### config.mk
export PLATFORM = sky130hd
export DESIGN_NAME = stream_select_mux
export DESIGN_NICKNAME = d
export VERILOG_FILES = /design/src/rtl/stream_select_mux.sv
export SDC_FILE = /design/constraint.sdc
export NUM_CORES = 1
export LEC_CHECK = 0
export BUFFER_PORTS_ARGS = -buffer_cell sky130_fd_sc_hd__buf_2
export CAP_MARGIN = 20
export CELL_PAD_IN_SITES_DETAIL_PLACEMENT = 0
export CELL_PAD_IN_SITES_GLOBAL_PLACEMENT = 2
export CORE_MARGIN = 2
export CORE_UTILIZATION = 24
export CTS_BUF_LIST = sky130_fd_sc_hd__clkbuf_8 sky130_fd_sc_hd__clkbuf_16
export DETAILED_ROUTE_END_ITERATION = 16
export GPL_TIMING_DRIVEN = 0
export PLACE_DENSITY = 0.78
export SYNTH_ARGS = -nofsm -noshare
export SYNTH_HDL_FRONTEND = slang
export SYNTH_SLANG_ARGS = --single-unit
### constraint.sdc
create_clock -name clk -period 1.6 [get_ports clk]
set_input_delay 0.32 -clock clk [delete_from_list [all_inputs] [get_ports clk]]
set_output_delay 0.32 -clock clk [all_outputs]
set_load 0.02 [all_outputs]
### src/rtl/stream_select_mux.sv
// ---------------------------------------------------------------------------
// stream_select_mux
//   Registered N-channel stream multiplexer. One input word is chosen per
//   cycle, either by an explicit channel select (MODE 0) or by round-robin
//   arbitration among the valid inputs (MODE 1). The winner is held in a
//   one-deep output register with a valid/ready handshake.
//
// Parameters
//   SIZE      data width of each channel word
//   CHANNELS  number of input channels (2..16)
//   MODE      0 = explicit select via sel, 1 = round-robin (sel ignored)
//
// Ports
//   clk          rising-edge clock
//   rst_n        asynchronous active-low reset
//   in_data      packed input words, channel i at [i*SIZE +: SIZE]
//   in_valid     per-channel valid
//   in_ready     per-channel ready (combinational, at most one bit set)
//   sel          explicit channel select (MODE 0 only)
//   out_data     registered selected word
//   out_valid    out_data holds an unconsumed word
//   out_ready    consumer takes out_data this cycle
//   out_channel  index of the channel that produced out_data
// ---------------------------------------------------------------------------
module stream_select_mux #(
  parameter int SIZE     = 64,
  parameter int CHANNELS = 4,
  parameter int MODE     = 0,
  localparam int SEL_W   = $clog2(CHANNELS)
) (
  input  logic                     clk,
  input  logic                     rst_n,
  input  logic [CHANNELS*SIZE-1:0] in_data,
  input  logic [CHANNELS-1:0]      in_valid,
  output logic [CHANNELS-1:0]      in_ready,
  input  logic [SEL_W-1:0]         sel,
  output logic [SIZE-1:0]          out_data,
  output logic                     out_valid,
  input  logic                     out_ready,
  output logic [SEL_W-1:0]         out_channel
);

  localparam logic [SEL_W-1:0] LAST_CH = SEL_W'(CHANNELS - 1);

  logic [SIZE-1:0]  out_data_q,    out_data_d;
  logic             out_valid_q,   out_valid_d;
  logic [SEL_W-1:0] out_channel_q, out_channel_d;
  logic [SEL_W-1:0] last_q,        last_d;

  logic             load_s;
  logic             sel_ok_s;
  logic             rr_found_s;
  logic             rr_hit_s;
  logic [SEL_W-1:0] rr_idx_s;
  logic [SEL_W-1:0] rr_probe_s;
  logic             cand_ok_s;
  logic [SEL_W-1:0] cand_idx_s;
  logic [SIZE-1:0]  cand_word_s;
  logic             xfer_s;

  // The output register can take a new word when empty or draining now.
  assign load_s = !out_valid_q || out_ready;

  // Explicit select: a select value beyond the last channel matches no
  // channel, so it never produces a candidate.
  always_comb begin
    sel_ok_s = 1'b0;
    for (int i = 0; i < CHANNELS; i++) begin
      sel_ok_s = sel_ok_s | ((sel == SEL_W'(i)) & in_valid[i]);
    end
  end

  // Round-robin search: walk from last+1 with an explicit wrap so that a
  // non-power-of-two channel count never probes a nonexistent channel.
  always_comb begin
    rr_found_s = 1'b0;
    rr_hit_s   = 1'b0;
    rr_idx_s   = '0;
    rr_probe_s = last_q;
    for (int k = 0; k < CHANNELS; k++) begin
      rr_probe_s = (rr_probe_s == LAST_CH) ? '0 : rr_probe_s + SEL_W'(1);
      rr_hit_s   = !rr_found_s && in_valid[rr_probe_s];
      rr_idx_s   = rr_hit_s ? rr_probe_s : rr_idx_s;
      rr_found_s = rr_found_s | rr_hit_s;
    end
  end

  // Pick the candidate channel according to the arbitration mode.
  always_comb begin
    if (MODE == 1) begin
      cand_ok_s  = rr_found_s;
      cand_idx_s = rr_idx_s;
    end else begin
      cand_ok_s  = sel_ok_s;
      cand_idx_s = sel;
    end
  end

  assign xfer_s = load_s && cand_ok_s;

  // One-hot ready towards the winning producer; no dependence on in_data.
  always_comb begin
    in_ready = '0;
    for (int i = 0; i < CHANNELS; i++) begin
      in_ready[i] = xfer_s && (cand_idx_s == SEL_W'(i));
    end
  end

  // Data mux for the candidate word.
  always_comb begin
    cand_word_s = '0;
    for (int i = 0; i < CHANNELS; i++) begin
      cand_word_s = (cand_idx_s == SEL_W'(i)) ? in_data[i*SIZE +: SIZE] : cand_word_s;
    end
  end

  // Next-state for the output register and the round-robin pointer.
  // A refill in the same edge as a drain replaces the word directly.
  always_comb begin
    out_data_d    = out_data_q;
    out_channel_d = out_channel_q;
    out_valid_d   = out_valid_q;
    last_d        = last_q;
    if (xfer_s) begin
      out_data_d    = cand_word_s;
      out_channel_d = cand_idx_s;
      out_valid_d   = 1'b1;
      last_d        = (MODE == 1) ? cand_idx_s : last_q;
    end else if (out_valid_q && out_ready) begin
      out_valid_d   = 1'b0;
    end else begin
      out_valid_d   = out_valid_q;
    end
  end

  // State registers; reset drops any held word and gives channel 0 priority.
  always_ff @(posedge clk or negedge rst_n) begin
    if (!rst_n) begin
      out_data_q    <= '0;
      out_valid_q   <= 1'b0;
      out_channel_q <= '0;
      last_q        <= LAST_CH;
    end else begin
      out_data_q    <= out_data_d;
      out_valid_q   <= out_valid_d;
      out_channel_q <= out_channel_d;
      last_q        <= last_d;
    end
  end

  assign out_data    = out_data_q;
  assign out_valid   = out_valid_q;
  assign out_channel = out_channel_q;

endmodule

# --- After elaboration in Yosys (flattened, before gate mapping) ---
# Cells that the tools add are included.
# Widths: inputs -> output; s select.
classes:
  n_reduce_logical: 10
  n_bitwise: 7
  n_eq_ne: 3
  n_mux: 6
ops:
  columns: ["cell", "count"]
  rows:
  - ["$mux 64", 4]
  - ["$logic_and 1x1->1", 6]
  - ["$and 1x1->1", 4]
  - ["$eq 2x2->1 const B", 2]
  - ["$or 1x1->1", 3]
  - ["$eq 2x1->1 const B", 1]
  - ["$logic_not 2->1", 1]
  - ["$mux 1", 2]
  - ["$reduce_bool 2->1", 1]
  - ["$logic_not 1->1", 1]
  - ["$logic_or 1x1->1", 1]
totals:
  output_inout_bits: 71
  in_bits: 265
  register_bits: 67

# --- Longest topological paths before layout ---
# Gate-level depths: netlist of run 1.
depth:
  word_depth: 7
  depth_mapped: 7

# --- Least setup slack after synthesis of run 1 ---
# OpenSTA, ideal clock, no wires.
synth_timing:
  path_kind: "input-to-reg"
  from: "input port sel[1]"
  to: "register out_data_q[0], in the netlist out_data[0]"
  stages: 7
  t_arrival_ns: 1.607
  path_slack_ns: -0.132
  setup_time_ns: 0.125
  required_time_ns: 1.475
  path_cell_list: "buf_4 mux2_4 nand3_2 nor2b_4 buf_6 buf_12 mux2_4"
synth_between:
  elab_chain_cells: 6
synth_rtl:
  columns: ["element", "line_no", "text"]
  rows:
  - ["start: declaration", "36", "input logic [SEL_W-1:0] sel,"]
  - ["$eq 2x1->1 or $logic_not 2->1 (tied branches)", "69, 113", null]
  - ["$and 1x1->1", "69", "sel_ok_s = sel_ok_s | ((sel == SEL_W'(i)) & in_valid[i]);"]
  - ["$or 1x1->1 (3 in series)", "69", null]
  - ["$logic_and 1x1->1", "99", "assign xfer_s = load_s && cand_ok_s;"]
  - ["end signal: assignment", "144", "out_data_q <= out_data_d;"]
  - ["end: declaration", "45", "logic [SIZE-1:0] out_data_q, out_data_d;"]
# Parallel ways exist; a longest one is shown, timed or not.
# A chain may end at the register's enable or synchronous reset.

# --- Worst setup path after layout of run 1 ---
layout_timing:
  from: "input port sel[1]"
  to: "register out_data_q[15], in the netlist out_data[15]"
# The elaborated chain is that of the path after synthesis.

==> summary.txt, run 1 <==
Run status
  • Outcome: complete, but fails checks
  • Failing checks: negative setup slack

Timing
  • Period utilization: 106%
  • Tightest Pin Transition: 0.887 ns
  • Worst setup margin: -0.0963 ns
  • Final Slew Violations: 0
  • Maximum clock frequency: 590 MHz
  • Final min period: 1.70 ns
  • Max_slew headroom: 40.9%
  • Unrepaired setup endpoints after global routing: true
  • Setup violations, final: 56
  • Final hold violation count: 0
  • Setup Skew: 0.0108 ns
  • Hold Worst Slack: 0.105 ns

Placed design
  • Global placement routability congestion: 0.898
  • Hpwl dp: 12000 µm
  • DP Area: 0.00633 mm²
  • Setup WS pre-CTS: -0.468 ns
  • IO Port Bufs: 334

Synthesis
  • Synth cell types: 20
  • Largest cells by area after synthesis: dfrtp_1, mux4_2, mux2_4
  • Syn_area_per_cell: 18.5 µm²
  • Post-synthesis instance total: 235
  • Yosys Warn Count: 0
  • Share of the yosys chip area belonging to registers: 38.5%
  • Synth Register Bits: 67
  • Cell with the most instances after synthesis: dfrtp_1
  • Number of flops mapped to enable cells by yosys: 0
  • Synth Cell Area: 0.00435 mm²
  • Dominant synthesized flop cell: dfrtp_1
  • Ys async rst share: 100%
  • Synth area leader: dfrtp_1
  • Most frequent cells after synthesis: dfrtp_1, mux4_2, mux2_4
  • Synth Net Count: 500
  • Top cell type's share of synthesized area: 38.5%

Clock network
  • CTS Sinks: 67
  • Clock Latency Late Sink: 0.34 ns
  • Clock buffer depth: 2
  • Htree depth: 3
  • Clock slew at reported path FFs: 0.06 ns
  • CTS tree: yes
  • Hold_buf cts: 0
  • CTS Buf Count: 9
  • Root Buffer: clkbuf_16

Critical path
  • CP delay by family, top: multiplexers
  • Most frequent cell on the critical path: buf_12
  • Crit-path cells: buf_8 -> mux2i_1 -> nor3b_4 -> buf_4 -> nor2b_4 -> buf_12 -> buf_12 -> mux2_4
  • Nature of the critical path startpoint: primary input
  • Critical path buffers and inverters: 4
  • Req. time, crit path: 1.81 ns
  • Worst endpoint data arrival time: 1.91 ns
  • Endpoint class of the critical path: flop
  • Flop-to-flop setup slack: -0.09 ns
  • Crit Path Class: primary input to flop
  • Critical Path Fanout Max: 10
  • Critical path's largest stage delay: 0.42 ns
  • Slowest stage cell, crit path: mux2i_1

Finish
  • Nets: 850
  • Layout area overhead: 55.3%
  • Finished Cell Area: 0.00676 mm²
  • Share of cells above drive strength 1: 86.1%
  • Number of diodes: 0
  • Core Util, Final: 37.8%

Hold path
  • Worst hold path class: primary input to asynchronous set/reset pin

Global routing
  • First-pass GRT wire length: 23100 µm
  • GR Util All Layers: 15.5%
  • Largest net degree at the start of global routing: 68
  • Initial antenna violation count: 0
  • Number of global-route vias before repair: 4283
  • Grt ovf: 0

Power
  • PD cells: 1080 mW/mm²
  • PnR Total Power: 0.00732 W
  • Static leakage: 3.39 nW
  • Maximum VDD drop: 449 µV

Die
  • Chip Height: 139 µm
  • Area of the die: 0.0192 mm²
  • FP Rows: 49
  • Initial Util: 24.3%
  • Die W: 139 µm
  • Core region area: 0.0179 mm²
  • IO Pins: 336

Route
  • Via/cell ratio: 4.57
  • Via count: 3737
  • Initial DRC count: 108
  • WL per Instance: 17.9 µm
  • Antenna Nets Post-Route: 0
  • # DRC: 0
  • Final WL: 14700 µm
  • Router iterations before antenna repair: 4

Run
  • Max cap viols: 0
[kinds of logic (layout without fill, tap and decap cells)]
| logic type | count (synthesis) | after routing | share of synthesized area (%) |
|---|---|---|---|
| compound gates | 2 | 2 | 0.230 |
| buf+inv | 25 | 379 | 4.69 |
| simple gates | 10 | 10 | 1.75 |
| mux | 131 | 131 | 54.8 |
| flops | 67 | 67 | 38.5 |
[where the power goes]
group / switching (W) / internal (W) / leakage (nW)
Sequential: 0.000238 / 0.00215 / 0.783
Combinational: 0.00132 / 0.00147 / 2.45
Clock: 0.000754 / 0.00139 / 0.152
[layout make-up]
cell class,count,area (µm²)
plain buffers,22,235
well taps,229,287
fillers,1758,11100
clock inverters,5,78.8
flip-flops and latches,67,1680
repair buffers,339,1740
inverters,3,11.3
multi-input cells,143,2500
clock buffers,10,239
[worst register-to-register path, delay by kind of cell (launching register included)]
kind                   cells  cell delay (ns)
buffers and inverters      3             0.51
and+or+nand+nor            3             0.41
muxes                      1             0.31
DFF                        1             0.35
[through the flow]
stage | TNS [ns] | std cells
after CTS | -5.31 | 817
after global placement | -35.48 | 798
final | -4.11 | 818
after floorplan | -4.28 | 235
after detailed placement | -27.91 | 798
after global routing | -8.11 | 818
[repair_timing]
action / CTS / global route
endpoints found under the setup margin: 54 / 69
pin swaps: 3 / 1
buffers inserted: 4 / 1
gates resized for setup: 18 / 7
[per-layer routing]
| layer | up-vias | global-route usage [%] | part of all wire, % |
|---|---|---|---|
| met2 | 229 | 27.7 | 51 |
| met5 | - | 0 | 0 |
| met1 | 1826 | 17.6 | 39 |
| li1 | 1656 | - | - |
| met3 | 26 | 4.21 | 8.1 |
| met4 | 0 | 6.43 | 2.5 |
[sequential cells by signal, summed over array words and instances, names as in the netlist]
| signal | count |
|---|---|
| out_valid | 1 |
| out_channel | 2 |
| out_data | 64 |
[cells in the final DEF, fill, tap and decap left out]
| cell | count |
|---|---|
| mux2_2 | 15 |
| bufinv_16 | 2 |
| mux4_2 | 64 |
| dfrtp_1 | 67 |
| clkbuf_8 | 1 |
| nand2_1 | 2 |
| inv_1 | 4 |
| mux2i_1 | 1 |
| buf_8 | 1 |
| clkbuf_1 | 4 |
| nor2_4 | 2 |
| nand2b_1 | 1 |
| clkbuf_16 | 9 |
| nor3b_4 | 1 |
| buf_4 | 13 |
| o21ai_0 | 2 |
| clkinvlp_4 | 2 |
| buf_12 | 6 |
| nand3_4 | 1 |
| and2_4 | 1 |
| mux2_4 | 51 |
| buf_6 | 6 |
| buf_2 | 330 |
| and2_1 | 1 |
| nor2b_4 | 1 |
| clkbuf_2 | 1 |
[final timing paths]
kind / start / end / cells after the start
max: sel[1] / out_data[15]$_DFFE_PN0P_ / 8
min: rst_n / out_data[26]$_DFFE_PN0P_ / 1
max reg2reg: out_valid$_DFFE_PN0P_ / out_data[15]$_DFFE_PN0P_ / 7
min reg2reg: out_data[45]$_DFFE_PN0P_ / out_data[45]$_DFFE_PN0P_ / 1
max in group asynchronous: rst_n / out_data[3]$_DFFE_PN0P_ / 1
min in group clk: out_ready / out_valid$_DFFE_PN0P_ / 3
Power figures use the tool's default switching activity.
==> run 2, diff against run 1 <==
Settings changed: CORE_ASPECT_RATIO from default to 1.1, CORE_MARGIN 2 to 8.
==> run 2 against run 1 <==
  * The flow still finishes with violations (negative setup slack)
  * Design area down 0.96%
  * Sequential power about the same
  * Critical path depth down 1
  * Worst setup slack improved by 0.042 ns
  * Via count down 1.4%
  * Sequential share of layout area increased by 0.24 points
  * Global-route usage shrank 0.97 points
  * Power fell by 4.4%
  * Largest cell class unchanged
  * Highest routed layer unchanged
==> summary.txt, run 2 (synthesis gave the netlist of run 1 again) <==
Route
  • Router iterations before antenna repair: 6 (+2)
  • Antenna Nets Post-Route: 0 (unchanged)
  • Via count: 3684 (-1.4%)
  • Final WL: 17000 µm (+16%)
  • # DRC: 0 (unchanged)
  • WL per Instance: 20.6 µm (+15%)
  • Via/cell ratio: 4.47 (-2.3%)
  • Initial DRC count: 172 (+59%)

Finish
  • Number of flip-flops in the largest register: 64 (unchanged)
  • Fillers: 1785 (+1.5%)
  • Core Util, Final: 37.7% (about the same)
  • Number of diodes: 0 (unchanged)
  • Finished Cell Area: 0.00670 mm² (-0.96%)
  • Most frequent cells in the layout: buf_2, dfrtp_1, mux4_2
  • Most common cell after layout, fill and taps aside: buf_2
  • Nets: 850 (unchanged)
  • Share of cells above drive strength 1: 86.0% (about the same)
  • Layout area overhead: 53.8%

Timing
  • Unrepaired setup endpoints after global routing: true
  • Final Slew Violations: 0 (unchanged)
  • Period utilization: 103% (-2.6 points)
  • Final min period: 1.65 ns (-0.0418 ns)
  • Post-Route Setup TNS: -2.22 ns (+1.89 ns)
  • Maximum clock frequency: 604 MHz (+2.5%)
  • Tightest Pin Transition: 0.892 ns (+0.00569 ns)
  • Max_slew headroom: 40.5% (-0.38 points)
  • Setup violations, final: 57 (+1.8%)
  • Final hold violation count: 0 (unchanged)
  • Worst setup margin: -0.0545 ns (+0.0418 ns)
  • Setup Skew: 0.00753 ns (-0.00323 ns)
  • Hold Worst Slack: 0.110 ns (+0.00569 ns)

Placed design
  • Setup WS pre-CTS: -0.498 ns (-0.0308 ns)
  • IO Port Bufs: 334 (unchanged)
  • DP Area: 0.00634 mm² (+0.18%)
  • Global placement routability congestion: 0.861 (-4.1%)
  • Hpwl dp: 14200 µm (+18%)

Critical path
  • Worst Setup SP: out_valid$_DFFE_PN0P_
  • Most frequent cell on the critical path: buf_12
  • Worst endpoint data arrival time: 1.87 ns (-0.04 ns)
  • Critical path buffers and inverters: 3 (-1)
  • Nature of the critical path startpoint: flop
  • Crit-path cells: nand2b_1 -> nor3b_4 -> buf_4 -> nor2b_4 -> buf_12 -> buf_12 -> mux2_4
  • Slowest stage cell, crit path: dfrtp_1
  • Crit Path Class: flop to flop
  • Req. time, crit path: 1.81 ns (about the same)
  • Critical path's largest stage delay: 0.34 ns (-0.08 ns)
  • Critical Path Fanout Max: 10 (unchanged)
  • RR Startpoint: out_valid$_DFFE_PN0P_
  • Endpoint class of the critical path: flop
  • CP delay by family, top: buffers and inverters

Global routing
  • Largest net degree at the start of global routing: 68 (unchanged)
  • First-pass GRT wire length: 24800 µm (+7.1%)
  • Initial antenna violation count: 0 (unchanged)
  • Number of global-route vias before repair: 4293 (+0.23%)
  • GR Util All Layers: 14.6% (-0.97 points)
  • Grt ovf: 0 (unchanged)

Die
  • Core region area: 0.0177 mm² (-0.91%)
  • Die W: 144 µm (+4.1%)
  • Initial Util: 24.5% (+0.22 points)
  • Chip Height: 157 µm (+13%)
  • Area of the die: 0.0227 mm² (+18%)
  • IO Pins: 336 (unchanged)
  • FP Rows: 51 (+4.1%)

Power
  • PD cells: 1040 mW/mm² (-3.5%)
  • Static leakage: 3.36 nW (-0.83%)
  • Maximum VDD drop: 461 µV (+2.6%)

Run status
  • Outcome: complete, but fails checks
  • Failing checks: negative setup slack

Run
  • Max cap viols: 0 (unchanged)

Clock network
  • CTS Sinks: 67 (unchanged)
  • Clock Latency Late Sink: 0.33 ns (about the same)
  • CTS Buf Count: 9 (unchanged)
  • Clock slew at reported path FFs: 0.06 ns (about the same)
  • Htree depth: 3 (unchanged)
  • CTS tree: yes
  • Hold_buf cts: 0 (unchanged)
  • Root Buffer: clkbuf_16
  • Clock buffer depth: 2 (unchanged)

Hold path
  • Worst hold path class: primary input to asynchronous set/reset pin
[run 2: cell types whose count changed in the layout (fill, tap and decap cells not counted)]
cell,before,now
inv_1,4,3
clkinvlp_4,2,1
buf_6,6,4
nor2_4,2,1
bufinv_16,2,0
nor2_1,0,1
buf_4,13,15
clkinv_2,0,2
[run 2: layout make-up]
cell class	instances	area, µm²	share of cell area [%]
Clock inverter	3	17.5	0.262
Clock buffer	10	239	3.57
Buffer	22	231	3.46
Multi-Input combinational cell	143	2490	37.2
Timing Repair Buffer	339	1730	25.9
Tap cell	238	298	4.45
Inverter	3	11.3	0.168
Sequential cell	67	1680	25.0
[run 2: report_power, final]
part	total (W)	leakage [nW]	switching (W)	internal (W)
Clock	0.00176	0.126	0.000705	0.00106
Sequential	0.00239	0.783	0.000238	0.00215
Combinational	0.00285	2.45	0.00138	0.00147
Total	0.00700	3.36	0.00232	0.00468
[run 2: worst paths after layout]
check | slack, ns | depth (start not counted) | to
worst max-delay path | -0.05 | 7 | out_data[25]$_DFFE_PN0P_
worst min-delay path | 0.11 | 1 | out_data[20]$_DFFE_PN0P_
worst max register to register | -0.05 | 7 | out_data[25]$_DFFE_PN0P_
worst min register to register | 0.50 | 1 | out_channel[1]$_DFFE_PN0P_
max in group asynchronous | 0.91 | 1 | out_data[53]$_DFFE_PN0P_
min in group clk | 0.38 | 3 | out_channel[0]$_DFFE_PN0P_
[run 2: through the flow]
stage	instances	total power, W
2_1_floorplan	235	0.00413
3_3_place_gp	807	0.00521
3_5_place_dp	807	0.00525
4_1_cts	825	0.00713
5_1_grt	825	0.00738
6_report	825	0.00700
[run 2: timing repair]
item / 4_1_cts / 5_1_grt
endpoints found under the setup margin: 54 / 68
gates cloned: 0 / 0
resized for setup: 20 / 1
pin swaps: 2 / 1
buffers inserted: 5 / 0
[run 2: layer usage]
| metal | part of all wire [%] | track usage [%] | vias to the layer above |
|---|---|---|---|
| li1 | - | - | 1657 |
| met1 | 35 | 15.5 | 1814 |
| met2 | 53 | 25.6 | 190 |
| met3 | 9.4 | 4.94 | 23 |
| met4 | 2.4 | 6.45 | 0 |
| met5 | 0 | 0 | - |
